### src/rtl/sc_speed_ctrl.sv
// sc_speed_ctrl: IDLE/ACCEL/HOLD/CRASH controller issuing registered upcount and clear-to-zero
// strobes to an external speed counter, with prescaled acceleration and a crash hold-off timer.
module sc_speed_ctrl #(
   parameter int DATAWIDTH = 24,
   parameter int PRESCALE  = 2500000,
   parameter int MAXSPEED  = 15,
   parameter int CRASHHOLD = 50000000
) (
   input  logic                 sc_speed_ctrl_CLOCK_50,
   input  logic                 sc_speed_ctrl_RESET_InHigh,
   input  logic                 sc_speed_ctrl_accel_InLow,
   input  logic                 sc_speed_ctrl_brake_InLow,
   input  logic                 sc_speed_ctrl_crash_InLow,
   input  logic [DATAWIDTH-1:0] sc_speed_ctrl_speed_InBUS,
   output logic                 sc_speed_ctrl_upcount_OutLow,
   output logic                 sc_speed_ctrl_T0_OutLow,
   output logic [1:0]           sc_speed_ctrl_state_OutBUS,
   output logic                 sc_speed_ctrl_atmax_Out
);
   localparam int PW = $clog2(PRESCALE);
   localparam int TW = CRASHHOLD > 1 ? $clog2(CRASHHOLD) : 1;
   localparam logic [PW-1:0] PLAST = PW'(PRESCALE - 1);
   localparam logic [TW-1:0] TLOAD = TW'(CRASHHOLD - 1);
   localparam logic [DATAWIDTH-1:0] MAXV = DATAWIDTH'(MAXSPEED);
   typedef enum logic [1:0] {IDLE = 2'b00, ACCEL = 2'b01, HOLD = 2'b10, CRASH = 2'b11} state_t;
   state_t st;
   logic [PW-1:0] presc;
   logic [TW-1:0] holdTimer;
   logic accel, brake, crash, belowMax;
   assign accel = !sc_speed_ctrl_accel_InLow;
   assign brake = !sc_speed_ctrl_brake_InLow;
   assign crash = !sc_speed_ctrl_crash_InLow;
   assign belowMax = sc_speed_ctrl_speed_InBUS < MAXV;
   assign sc_speed_ctrl_state_OutBUS = st;
   always_ff @(posedge sc_speed_ctrl_CLOCK_50 or posedge sc_speed_ctrl_RESET_InHigh)
      if (sc_speed_ctrl_RESET_InHigh) begin
         st <= IDLE;
         presc <= '0;
         holdTimer <= '0;
         sc_speed_ctrl_upcount_OutLow <= 1'b1;
         sc_speed_ctrl_T0_OutLow <= 1'b1;
         sc_speed_ctrl_atmax_Out <= 1'b0;
      end else begin
         sc_speed_ctrl_upcount_OutLow <= 1'b1;
         sc_speed_ctrl_T0_OutLow <= 1'b1;
         sc_speed_ctrl_atmax_Out <= !belowMax;
         if (crash) begin
            st <= CRASH;
            holdTimer <= TLOAD;
            sc_speed_ctrl_T0_OutLow <= 1'b0;
         end else if (st == CRASH) begin
            if (holdTimer == '0) st <= IDLE;
            else begin
               holdTimer <= holdTimer - 1'b1;
               sc_speed_ctrl_T0_OutLow <= 1'b0;
            end
         end else if (brake) begin
            st <= IDLE;
            sc_speed_ctrl_T0_OutLow <= 1'b0;
         end else if (st == ACCEL) begin
            if (!accel) st <= HOLD;
            else begin
               presc <= presc == PLAST ? '0 : presc + 1'b1;
               sc_speed_ctrl_upcount_OutLow <= !(presc == PLAST && belowMax);
            end
         end else if (accel) begin
            st <= ACCEL;
            presc <= '0;
         end
      end
endmodule

### config.mk
export PLATFORM = sky130hd
export DESIGN_NAME = sc_speed_ctrl
export DESIGN_NICKNAME = d
export VERILOG_FILES = /design/src/rtl/sc_speed_ctrl.sv
export SDC_FILE = /design/constraint.sdc
export NUM_CORES = 1
export LEC_CHECK = 0
export ABC_AREA = 1
export BUFFER_PORTS_ARGS = -buffer_cell sky130_fd_sc_hd__clkbuf_2
export CAP_MARGIN = 15
export CORE_MARGIN = 2
export CORE_UTILIZATION = 30
export DETAILED_ROUTE_END_ITERATION = 8
export HOLD_SLACK_MARGIN = 0.08
export SYNTH_ARGS = -nofsm -noshare
export SYNTH_HDL_FRONTEND = slang
export SYNTH_SLANG_ARGS = --single-unit
### constraint.sdc
create_clock -name sc_speed_ctrl_CLOCK_50 -period 4.8 [get_ports sc_speed_ctrl_CLOCK_50]
set_clock_uncertainty 0.15 [all_clocks]
set_input_delay 0.96 -clock sc_speed_ctrl_CLOCK_50 [delete_from_list [all_inputs] [get_ports sc_speed_ctrl_CLOCK_50]]
set_output_delay 0.96 -clock sc_speed_ctrl_CLOCK_50 [all_outputs]
set_load 0.01 [all_outputs]
---- Word-level counts from Yosys, hierarchy flattened ----
Index checks and enable logic that the tools add are counted.
storage, ports and cells
  flip-flop bits (word level) ............. 53
  bits of input ports ..................... 29
cells by class
  add/sub/neg operators ................... 2
  $lt $le $gt $ge ......................... 1
  equality and inequality tests ........... 8
  mux-type cells .......................... 23
  bitwise operators ....................... 2
  reduce and logical (&&, ||, !) cells .... 7
operators by type and width
  cell                                                  count
  two-way mux 22 bit                                    4
  two-way mux 26 bit                                    3
  logical NOT 26 bit                                    1
  subtractor 26 x 1 -> 26 bit (second input constant)   1
  < comparator 24 x 4 -> 1 bit (second input constant)  1
  adder 22 x 1 -> 22 bit (second input constant)        1
  equality test 22 bit (second input constant)          1
  two-way mux 2 bit                                     7
  two-way mux 1 bit                                     9
  != test 5 x 3 -> 1 bit (second input constant)        1
  != test 5 bit (second input constant)                 1
  AND reduction 4 bit                                   1
  != test 3 x 2 -> 1 bit (second input constant)        1
  AND reduction 3 bit                                   1
  equality test 2 x 1 -> 1 bit (second input constant)  1
  equality test 2 bit (second input constant)           1
  logical NOT 1 bit                                     2
  != test 2 x 1 -> 1 bit (second input constant)        1
  != test 2 bit (second input constant)                 1
  inverter 1 bit                                        2
  AND reduction 2 bit                                   1
  logical AND 1 bit                                     1

---- Longest topological paths before layout ----
Gate-level depths: netlist (run 1).
  word-level depth ........................ 8
  mapped depth ............................ 12
  mapped depth without buffers ............ 10

---- Worst setup path before layout (run 1) ----
Ideal clock, no wire load.
  kind .................................... in2reg
  start ................................... input port sc_speed_ctrl_crash_InLow
  end ..................................... register presc[21]
  data arrival time ....................... 1.936 ns
  data required time ...................... 4.567 ns
  setup slack ............................. 2.632 ns
  cell stages on the path ................. 8
  buffers on the path ..................... 2
  cell sequence ........................... buf_4 -> nand2_2 -> nor3_4 -> nand2_1 -> nor2_4 -> buf_4 -> nand3_1 -> o21ai_0
between the ends
  longest elaborated chain between the ends .. 1
ends and longest elaborated chain
  item                                  line  source
  start: declaration                    13    input logic sc_speed_ctrl_crash_InLow,
  AND reduction 4 bit (no source line)  -
  end signal: assignment                63    presc <= presc == PLAST ? '0 : presc + 1'b1;
  end: declaration                      27    logic [PW-1:0] presc;
Every way passes these cells.
A chain may end at the register's enable or synchronous reset.

---- Worst setup path after layout (run 1) ----
  start ................................... input port sc_speed_ctrl_crash_InLow
  end ..................................... register presc[0]
The elaborated chain is that of the path after synthesis.

==> qor.yml, run 1 <==
setup_path:
  max_stage_delay_ns: 0.51
  worstPathRequired_ns: 4.87
  crit_chain: "clkbuf_2 > nand2_2 > nor3_4 > nand2_1 > nor2_4 > inv_2 > o21ai_0"
  arrival_ns: 3.03
  reg2reg_depth: 9
  crit_buf_inv: 2
  startpoint_type: "primary input"
  critPathKind: "in2reg"
  path_max_fanout: 25
  r2r-end: "holdTimer[11]"
  critPathSlowestCell: "nor3_4"
  cp_top_family: "simple AND/OR/NAND/NOR gates"
  crit_start: "sc_speed_ctrl_crash_InLow"
  endpoint: "presc[0]"
  end_kind: "register"
  reg2reg_slack_ns: 2.38
  cp_num_cells: 7
  r2r_start: "holdTimer[0]"
grt:
  grt_util_all_layers_pct: 13.7
  grt_pass1_vias: 3032
  antenna_found_initial: 0
  grt_max_degree: 43
  grt_pass1_wl_um: 14200
  overflow: 0
power_and_ir_drop:
  p_leak_nw: 1.72
  p_clk_share_pct: 35.8
  seqPwrFrac_pct: 46.4
  p_switching_uw: 366
  power_density_nw_per_um2: 308
  p_sw_share_pct: 30.9
  total_power_mw: 1.18
  p_comb_share_pct: 17.8
  p_int_uw: 819
  peakVddDrop_v: 0.000191
clock_network:
  ctsHoldBuffers: 0
  cts_root_buf: "clkbuf_16"
  clockBufferDepth: 2
  worstSkewPairLatency_ns: 0.30
  clkTransAtPathRegs_ns: 0.07
  postCtsSetupBuffers: 0
  htree_levels: 2
  cts_resized: 0
  cts_num_sinks: 53
  cts_buffers: 5
  cts_tree: "done"
sta:
  fin_ws_ns: 1.84
  whs_ns: 0.362
  period_minus_slack_ns: 2.96
  tightest_slew_ns: 0.695
  maxSlewViolCount: 0
  timing.final.crit_share_pct: 61.6
  setup_viol: 0
  fmax_mhz: 338
  finalHoldViolCount: 0
  maxSlewHeadroom_pct: 53.7
  tns_ns: 0
  rsz0062_at_grt: "no"
yosys:
  synth_edf_count: 0
  syn_nets: 513
  synth_warnings: 0
  syn_inst: 482
  ys.flop_type: "dfrtp_1"
  synth_cell_types: 35
  avgSynthCellArea_um2: 7.05
  ys_seq_area_share_pct: 39.1
  syn-cell-area_um2: 3400
  synthArstFlopShare_pct: 100
  synth-seq-cells: 53
final_layout:
  layout-drive-gt1-share_pct: 13.5
  register_area_um2: 1330
  diodes: 0
  nets: 543
  nFillCells: 1189
  final_cell_mix: "138 x nand2_1, 64 x nor2_1, 54 x nand3_1"
  layout_commonest_cell: "nand2_1"
  multi_input_area_um2: 1820
  syn2layout_area_growth_pct: 13.1
routing:
  vias_per_cell: 4.87
  postRouteAntennaNets: 0
  wire_per_inst_um: 12.3
  vias: 3178
  drt-pass1-iter-count: 4
  drc_errors: 0
  wl_um: 8020
  drt_iter0_drc: 152
placed_design:
  post-place-ws_ns: 1.53
  gp_congestion: 0.829
  post-dp-hpwl_um: 5950
  io_buffers: 33
floorplanning:
  die_w_um: 110
  pin_count: 34
  coreArea_um2: 10900
  die_y_um: 110
  dieArea_um2: 12200
  start_util_pct: 31.1
  row_count: 38
hold_path:
  hold_depth: 1
  min-delay-start: "holdTimer[0]"
  min-delay-path-class: "reg2reg"
flow_run:
  drv_cap: 0
outcome:
  outcome: "completed"
==> sequential cells by signal, summed over array words and instances, names as in the netlist <==
| register | flops |
|---|---|
| sc_speed_ctrl_T0_OutLow | 1 |
| sc_speed_ctrl_upcount_OutLow | 1 |
| sc_speed_ctrl_atmax_Out | 1 |
| holdTimer | 26 |
| presc | 22 |
| sc_speed_ctrl_state_OutBUS | 2 |
==> routing by layer <==
layer | up-vias | wire length (µm) | track usage (%) | part of all wire (%)
met2 | 43 | 4060 | 23.8 | 51
met3 | 11 | 224 | 2.25 | 2.8
met4 | 0 | 118 | 3.83 | 1.5
met1 | 1487 | 3610 | 17.7 | 45
li1 | 1637 | - | - | -
met5 | - | 0 | 0 | 0
==> power groups by stage <==
stage / logic (mW) / registers, mW / clock network (mW)
after floorplan: 0.168 / 0.547 / 0
after global placement: 0.209 / 0.557 / 0
after detailed placement: 0.213 / 0.557 / 0
after CTS: 0.214 / 0.549 / 0.431
after global routing: 0.244 / 0.558 / 0.452
final: 0.211 / 0.550 / 0.425
==> cell usage after synthesis, drive strengths merged (7+ instances only) <==
library cell	instances	share of area, %
nand4	18	3.3
nand3	54	8.0
buf	8	1.8
o21ai	32	5.4
inv	46	5.1
dfrtp	51	38
nor2	73	9.6
nand2	143	16
nor3	7	1.4
xor2	8	2.1
==> worst min path at each step <==
stage | endpoint
finish | holdTimer[0]
global route | holdTimer[0]
CTS | holdTimer[0]
detailed placement | holdTimer[0]
global placement | holdTimer[0]
floorplan | holdTimer[0]
==> kinds of logic (layout without fill, tap and decap cells) <==
| logic type | Yosys count | after routing | share of synthesized area (%) |
|---|---|---|---|
| AO/OA/AOI/OAI | 51 | 51 | 9.02 |
| adder cells (fa/ha/maj) | 2 | 2 | 0.736 |
| flip-flops | 53 | 53 | 39.1 |
| buffers and inverters | 57 | 88 | 7.25 |
| AND/OR/NAND/NOR | 306 | 306 | 40.5 |
| XOR/XNOR | 13 | 13 | 3.35 |
==> layout make-up <==
class	count	area share (%)
clock buffer	5	3.26
timing repair buffer	34	4.49
inverter	46	4.49
tap	140	4.56
clock inverter	3	1.20
multi-input combinational	372	47.4
sequential	53	34.6
==> per-stage QoR <==
step | utilization, % | area [µm²] | cells
5_1_grt | 35.1 | 3840 | 653
4_1_cts | 35.1 | 3840 | 653
6_report | 35.1 | 3840 | 653
2_1_floorplan | - | 3400 | 482
3_5_place_dp | 33.6 | 3670 | 645
3_3_place_gp | 33.6 | 3670 | 645
Note: power is estimated with default switching activity, not from simulation.
==> inputs of run 2 (changes only) <==
Settings changed: ABC_AREA 1 to 0.
Clock period 4.8 ns to 3 ns, I/O delays scaled along.
==> run 2 against run 1 <==
Compared with the run above:
- clock power about the same
- cell count decreased by 24%
- largest power group unchanged
- wire length decreased by 16%
- core utilization decreased by 0.13 points
- critical path type is now reg2reg
- worst hold slack got worse by 0.066 ns
- critical endpoint is now holdTimer[22]
- first-iteration DRC count decreased by 22%
- synthesized cell count decreased by 31%
==> qor.yml, run 2 <==
yosys:
  ys.flop_type: "dfrtp_1"
  synth_cell_types: 50  # +43%
  synth_edf_count: 0  # unchanged
  avgSynthCellArea_um2: 9.02  # +28%
  synthTopCellsByCount: "51 x dfrtp_1, 33 x nand2_1, 27 x nand3_1, 16 x or3_1"
  ys_seq_area_share_pct: 44.4  # +5.3 points
  yosysTopAreaCell: "dfrtp_1"
  syn_inst: 332  # -31%
  synth-seq-cells: 53  # unchanged
  synth.top_cell.area_share_pct: 42.6  # +5.1 points
  synth_warnings: 0  # unchanged
  syn_nets: 363  # -29%
  synthArstFlopShare_pct: 100  # unchanged
  syn-cell-area_um2: 3000  # -12%
  synth_area_leaders: "dfrtp_1 43%, nand3_1 4.5%, nand2_1 4.1%, or3_1 3.3%, or4_1 3.0%"
  synthMostInstantiatedCell: "dfrtp_1"
clock_network:
  ctsHoldBuffers: 0  # unchanged
  clkTransAtPathRegs_ns: 0.10  # +0.03 ns
  cts_buffers: 5  # unchanged
  cts_resized: 0  # unchanged
  worstSkewPairLatency_ns: 0.31  # about the same
  cts_root_buf: "clkbuf_8"
  cts_num_sinks: 53  # unchanged
  postCtsSetupBuffers: 0  # unchanged
  clockBufferDepth: 2  # unchanged
  htree_levels: 2  # unchanged
  cts_tree: "done"
final_layout:
  diodes: 0  # unchanged
  largest_register_ffs: 26  # unchanged
  design_area_um2: 3410  # -11%
  syn2layout_area_growth_pct: 13.7
  layout_commonest_cell: "dfrtp_1"
  layout-drive-gt1-share_pct: 18.7  # +5.3 points
  final_cell_mix: "51 x dfrtp_1, 33 x nand2_1, 33 x clkbuf_2"
  largest_register: "holdTimer"
  nets: 393  # -28%
  final_cells: 496  # -24%
sta:
  fmax_mhz: 373
  tns_ns: 0  # unchanged
  period_minus_slack_ns: 2.68
  maxSlewHeadroom_pct: 54.7  # +1.1 points
  timing.final.crit_share_pct: 89.3
  rsz0062_at_grt: "no"
  maxSlewViolCount: 0  # unchanged
  fin_ws_ns: 0.321  # -1.52 ns
  finalHoldViolCount: 0  # unchanged
  setup_viol: 0  # unchanged
  tightest_slew_ns: 0.679  # -0.0160 ns
setup_path:
  startpoint_type: "register"
  worstPathRequired_ns: 3.11  # -1.76 ns
  path_max_fanout: 11  # -56%
  arrival_ns: 2.79  # -0.24 ns
  end_kind: "register"
  critPathKind: "reg2reg"
grt:
  antenna_found_initial: 0  # unchanged
  grt_pass1_vias: 2503  # -17%
  grt_pass1_wl_um: 11800  # -17%
  grt_max_degree: 54  # +26%
  overflow: 0  # unchanged
  grt_util_all_layers_pct: 12.9  # -0.83 points
routing:
  drt_iter0_drc: 118  # -22%
  drc_errors: 0  # unchanged
  vias_per_cell: 5.41  # +11%
  wire_per_inst_um: 13.6  # +11%
  wl_um: 6770  # -16%
  postRouteAntennaNets: 0  # unchanged
  vias: 2683  # -16%
  drt-pass1-iter-count: 4  # unchanged
power_and_ir_drop:
  p_sw_share_pct: 24.7  # -6.2 points
  p_switching_uw: 297  # -19%
  peakVddDrop_v: 0.000157  # -17%
  p_leak_nw: 1.25  # -27%
  p_comb_share_pct: 4.6  # -13 points
  p_int_uw: 905  # +11%
  seqPwrFrac_pct: 59.8  # +13 points
  p_clk_share_pct: 35.6  # -0.2 points
  power_density_nw_per_um2: 353  # +14%
placed_design:
  gp_congestion: 0.793  # -4.3%
  place_area_um2: 3320  # -9.7%
  place_inst: 488  # -24%
  post-place-ws_ns: 0.338  # -1.19 ns
  post-dp-hpwl_um: 4720  # -21%
  io_buffers: 33  # unchanged
hold_path:
  min-delay-path-class: "in2async"
floorplanning:
  start_util_pct: 30.8  # -0.29 points
  coreArea_um2: 9730  # -11%
  die_w_um: 104  # -5.9%
  die_y_um: 104  # -5.9%
  pin_count: 34  # unchanged
  dieArea_um2: 10800  # -11%
  row_count: 36  # -5.3%
outcome:
  outcome: "completed"
flow_run:
  drv_cap: 0  # unchanged
## run 2: path summary, 6_finish.rpt
check                                                      from             to  slack, ns  cells after the start
min in group sc_speed_ctrl_CLOCK_50                   presc[15]      presc[15]       0.35                      1
hold / removal                       sc_speed_ctrl_RESET_InHigh      presc[17]       0.30                      3
hold reg to reg                                       presc[15]      presc[15]       0.35                      1
setup / recovery                                   holdTimer[0]  holdTimer[22]       0.32                      7
setup reg to reg                                   holdTimer[0]  holdTimer[22]       0.32                      7
max in group asynchronous            sc_speed_ctrl_RESET_InHigh   holdTimer[0]       1.96                      3
## run 2: final cells by class
| class | count | area [µm²] |
|---|---|---|
| inverters | 8 | 30.0 |
| repair buffers | 42 | 233 |
| well taps | 133 | 166 |
| flip-flops and latches | 53 | 1330 |
| clock buffers | 5 | 68.8 |
| fillers | 1035 | 6320 |
| multi-input cells | 252 | 1560 |
| clock inverters | 3 | 21.3 |
## run 2: metrics by stage
step,util (%),hold WS [ns],total power [mW]
after floorplan,-,0.303,0.760
after global placement,34.1,0.331,0.789
after detailed placement,34.1,0.339,0.791
after CTS,35.0,0.326,1.22
after global routing,35.0,0.368,1.26
final,35.0,0.296,1.20
## run 2: metal layers
metal | up-vias | track usage [%] | share of wire (%)
met5 | - | 0 | 0
met4 | 0 | 3.38 | 0.83
met1 | 1314 | 17.9 | 48
li1 | 1325 | - | -
met3 | 8 | 2.32 | 2.9
met2 | 36 | 20.8 | 48
## run 2: kinds of logic after synthesis
| kind of cell | after synthesis | share of synthesized area, % |
|---|---|---|
| and+or+nand+nor | 168 | 32.2 |
| AOI/OAI and AO/OA | 73 | 16.0 |
| DFF | 53 | 44.4 |
| buffers and inverters | 27 | 3.59 |
| muxes | 7 | 2.46 |
| xor gates and xnor gates | 2 | 0.585 |
| adders and majority gates | 2 | 0.835 |
## run 2: worst max-delay path: stages (launching register included)
cell and delay (ns):
dfrtp_1 0.41, inv_1 0.07, ha_1 0.15, or3b_2 0.48
or2_2 0.38, or3_4 0.42, or4b_1 0.48, nand3_1 0.09
## run 2: power by group through the flow
stage	sequential [mW]	combinational [mW]	clock, mW
final	0.719	0.0555	0.428
after CTS	0.719	0.0579	0.440
after floorplan	0.733	0.0271	0
after detailed placement	0.733	0.0576	0
after global placement	0.733	0.0560	0
after global routing	0.720	0.0656	0.469
==> inputs of run 3 (changes only) <==
Settings changed: CORE_ASPECT_RATIO from default to 2, CORE_UTILIZATION 30 to 44.
==> run 3 against run 2 <==
Compared with the run above:
- design area grew 0.77%
- die area shrank 30%
- largest power group unchanged
- critical path type unchanged
- maximum frequency is essentially flat
- combinational power grew 3%
- register-to-register slack is essentially flat
- wire length grew 11%
==> qor.yml, run 3 (synthesis gave the netlist of run 2 again) <==
placed_design:
  post-dp-hpwl_um: 5620  # +19%
  post-place-ws_ns: 0.339  # +0.000849 ns
  io_buffers: 33  # unchanged
  place_inst: 443  # -9.2%
  gp_congestion: 0.812  # +2.4%
clock_network:
  worstSkewPairLatency_ns: 0.30  # about the same
  cts_tree: "done"
  ctsHoldBuffers: 0  # unchanged
  cts_resized: 0  # unchanged
  clockBufferDepth: 2  # unchanged
  cts_buffers: 5  # unchanged
  cts_num_sinks: 53  # unchanged
  clkTransAtPathRegs_ns: 0.07  # -0.03 ns
  cts_root_buf: "clkbuf_16"
  postCtsSetupBuffers: 0  # unchanged
  htree_levels: 2  # unchanged
power_and_ir_drop:
  p_sw_share_pct: 20.2  # -4.5 points
  p_switching_uw: 294  # -1.1%
  peakVddDrop_v: 0.000375  # +140%
  p_clk_share_pct: 46.5  # +11 points
  p_int_mw: 1.16  # +28%
  total_power_mw: 1.45  # +21%
  power_density_nw_per_um2: 423  # +20%
  p_leak_nw: 1.29  # +3.2%
  p_comb_share_pct: 3.9  # -0.7 points
  seqPwrFrac_pct: 49.6  # -10 points
grt:
  grt_max_degree: 31  # -43%
  overflow: 0  # unchanged
  grt_pass1_vias: 2700  # +7.9%
  grt_pass1_wl_um: 12900  # +9.4%
  antenna_found_initial: 0  # unchanged
  grt_util_all_layers_pct: 22.0  # +9.1 points
routing:
  vias: 2675  # -0.30%
  wl_um: 7520  # +11%
  wire_per_inst_um: 16.7  # +22%
  drt_iter0_drc: 113  # -4.2%
  postRouteAntennaNets: 0  # unchanged
  drt-pass1-iter-count: 4  # unchanged
  vias_per_cell: 5.93  # +9.6%
  drc_errors: 0  # unchanged
sta:
  maxSlewHeadroom_pct: 53.3  # -1.5 points
  tightest_slew_ns: 0.696  # +0.0170 ns
  rsz0062_at_grt: "no"
  fin_ws_ns: 0.323  # +0.00197 ns
  period_minus_slack_ns: 2.68  # -0.00197 ns
  maxSlewViolCount: 0  # unchanged
  fmax_mhz: 374  # about the same
  timing.final.crit_share_pct: 89.2  # about the same
  setup_viol: 0  # unchanged
  tns_ns: 0  # unchanged
  finalHoldViolCount: 0  # unchanged
floorplanning:
  pin_count: 34  # unchanged
  start_util_pct: 45.2  # +14 points
  die_w_um: 62.3  # -40%
  die_y_um: 121  # +16%
  row_count: 42  # +17%
  coreArea_um2: 6620  # -32%
  dieArea_um2: 7520  # -30%
final_layout:
  largest_register_ffs: 26  # unchanged
  largest_register: "holdTimer"
  layout_commonest_cell: "dfrtp_1"
  layout-drive-gt1-share_pct: 18.5  # -0.28 points
  final_cell_mix: "51 x dfrtp_1, 33 x nand2_1, 33 x clkbuf_2"
  syn2layout_area_growth_pct: 14.6
  diodes: 0  # unchanged
  final_cells: 451  # -9.1%
  nets: 393  # unchanged
  nFillCells: 649  # -37%
setup_path:
  cp_top_family: "simple AND/OR/NAND/NOR gates"
  crit_chain: "inv_1 > ha_1 > or3b_2 > or2_2 > or3_4 > or4b_1 > nand3_1"
  worstPathRequired_ns: 3.08  # -0.03 ns
  startpoint_type: "register"
  arrival_ns: 2.76  # -0.03 ns
  critPathSlowestCell: "or3b_2"
  critPathKind: "reg2reg"
  max_stage_delay_ns: 0.48  # about the same
  path_max_fanout: 11  # unchanged
  end_kind: "register"
  crit_buf_inv: 1  # unchanged
hold_path:
  min-delay-path-class: "in2async"
outcome:
  outcome: "completed"
flow_run:
  drv_cap: 0  # unchanged
## run 3: cell type report
type | count | area, µm² | area share, %
Multi-Input combinational cell | 252 | 1560 | 45.4
Sequential cell | 53 | 1330 | 38.7
Timing Repair Buffer | 42 | 233 | 6.78
Clock buffer | 7 | 143 | 4.15
Tap cell | 88 | 110 | 3.21
Clock inverter | 1 | 30.0 | 0.875
Inverter | 8 | 30.0 | 0.875
## run 3: through the flow
step | instance area, µm² | utilization (%) | hold WS (ns)
3_3_place_gp | 3260 | 49.2 | 0.339
6_report | 3430 | 51.9 | 0.182
5_1_grt | 3430 | 51.9 | 0.238
3_5_place_dp | 3260 | 49.2 | 0.348
2_1_floorplan | 3000 | - | 0.303
4_1_cts | 3430 | 51.9 | 0.206
## run 3: per-layer routing
layer / global-route usage, % / up-vias / wire (µm)
met4: 9.44 / 0 / 145
li1: - / 1332 / -
met1: 22.7 / 1309 / 2880
met5: 0 / - / 0
met3: 3.16 / 7 / 119
met2: 43.1 / 27 / 4370
## run 3: worst paths after layout
check	start	end	slack [ns]	depth (start not counted)
worst max-delay path	holdTimer[1]	holdTimer[22]	0.32	7
worst min-delay path	sc_speed_ctrl_RESET_InHigh	presc[18]	0.18	2
worst max register to register	holdTimer[1]	holdTimer[22]	0.32	7
worst min register to register	presc[21]	presc[21]	0.36	1
max in group asynchronous	sc_speed_ctrl_RESET_InHigh	sc_speed_ctrl_T0_OutLow	1.80	3
min in group sc_speed_ctrl_CLOCK_50	presc[21]	presc[21]	0.36	1
## run 3: power groups by stage
stage / logic, mW / registers, mW / clock network [mW]
finish: 0.0571 / 0.720 / 0.674
global route: 0.0662 / 0.720 / 0.725
CTS: 0.0590 / 0.719 / 0.690
detailed placement: 0.0589 / 0.733 / 0
global placement: 0.0580 / 0.733 / 0
floorplan: 0.0271 / 0.733 / 0
## run 3: worst reg2reg max path, stage by stage, from the launching register on
cell,delay (ns)
dfrtp_1,0.37
inv_1,0.08
ha_1,0.16
or3b_2,0.48
or2_2,0.38
or3_4,0.43
or4b_1,0.47
nand3_1,0.09
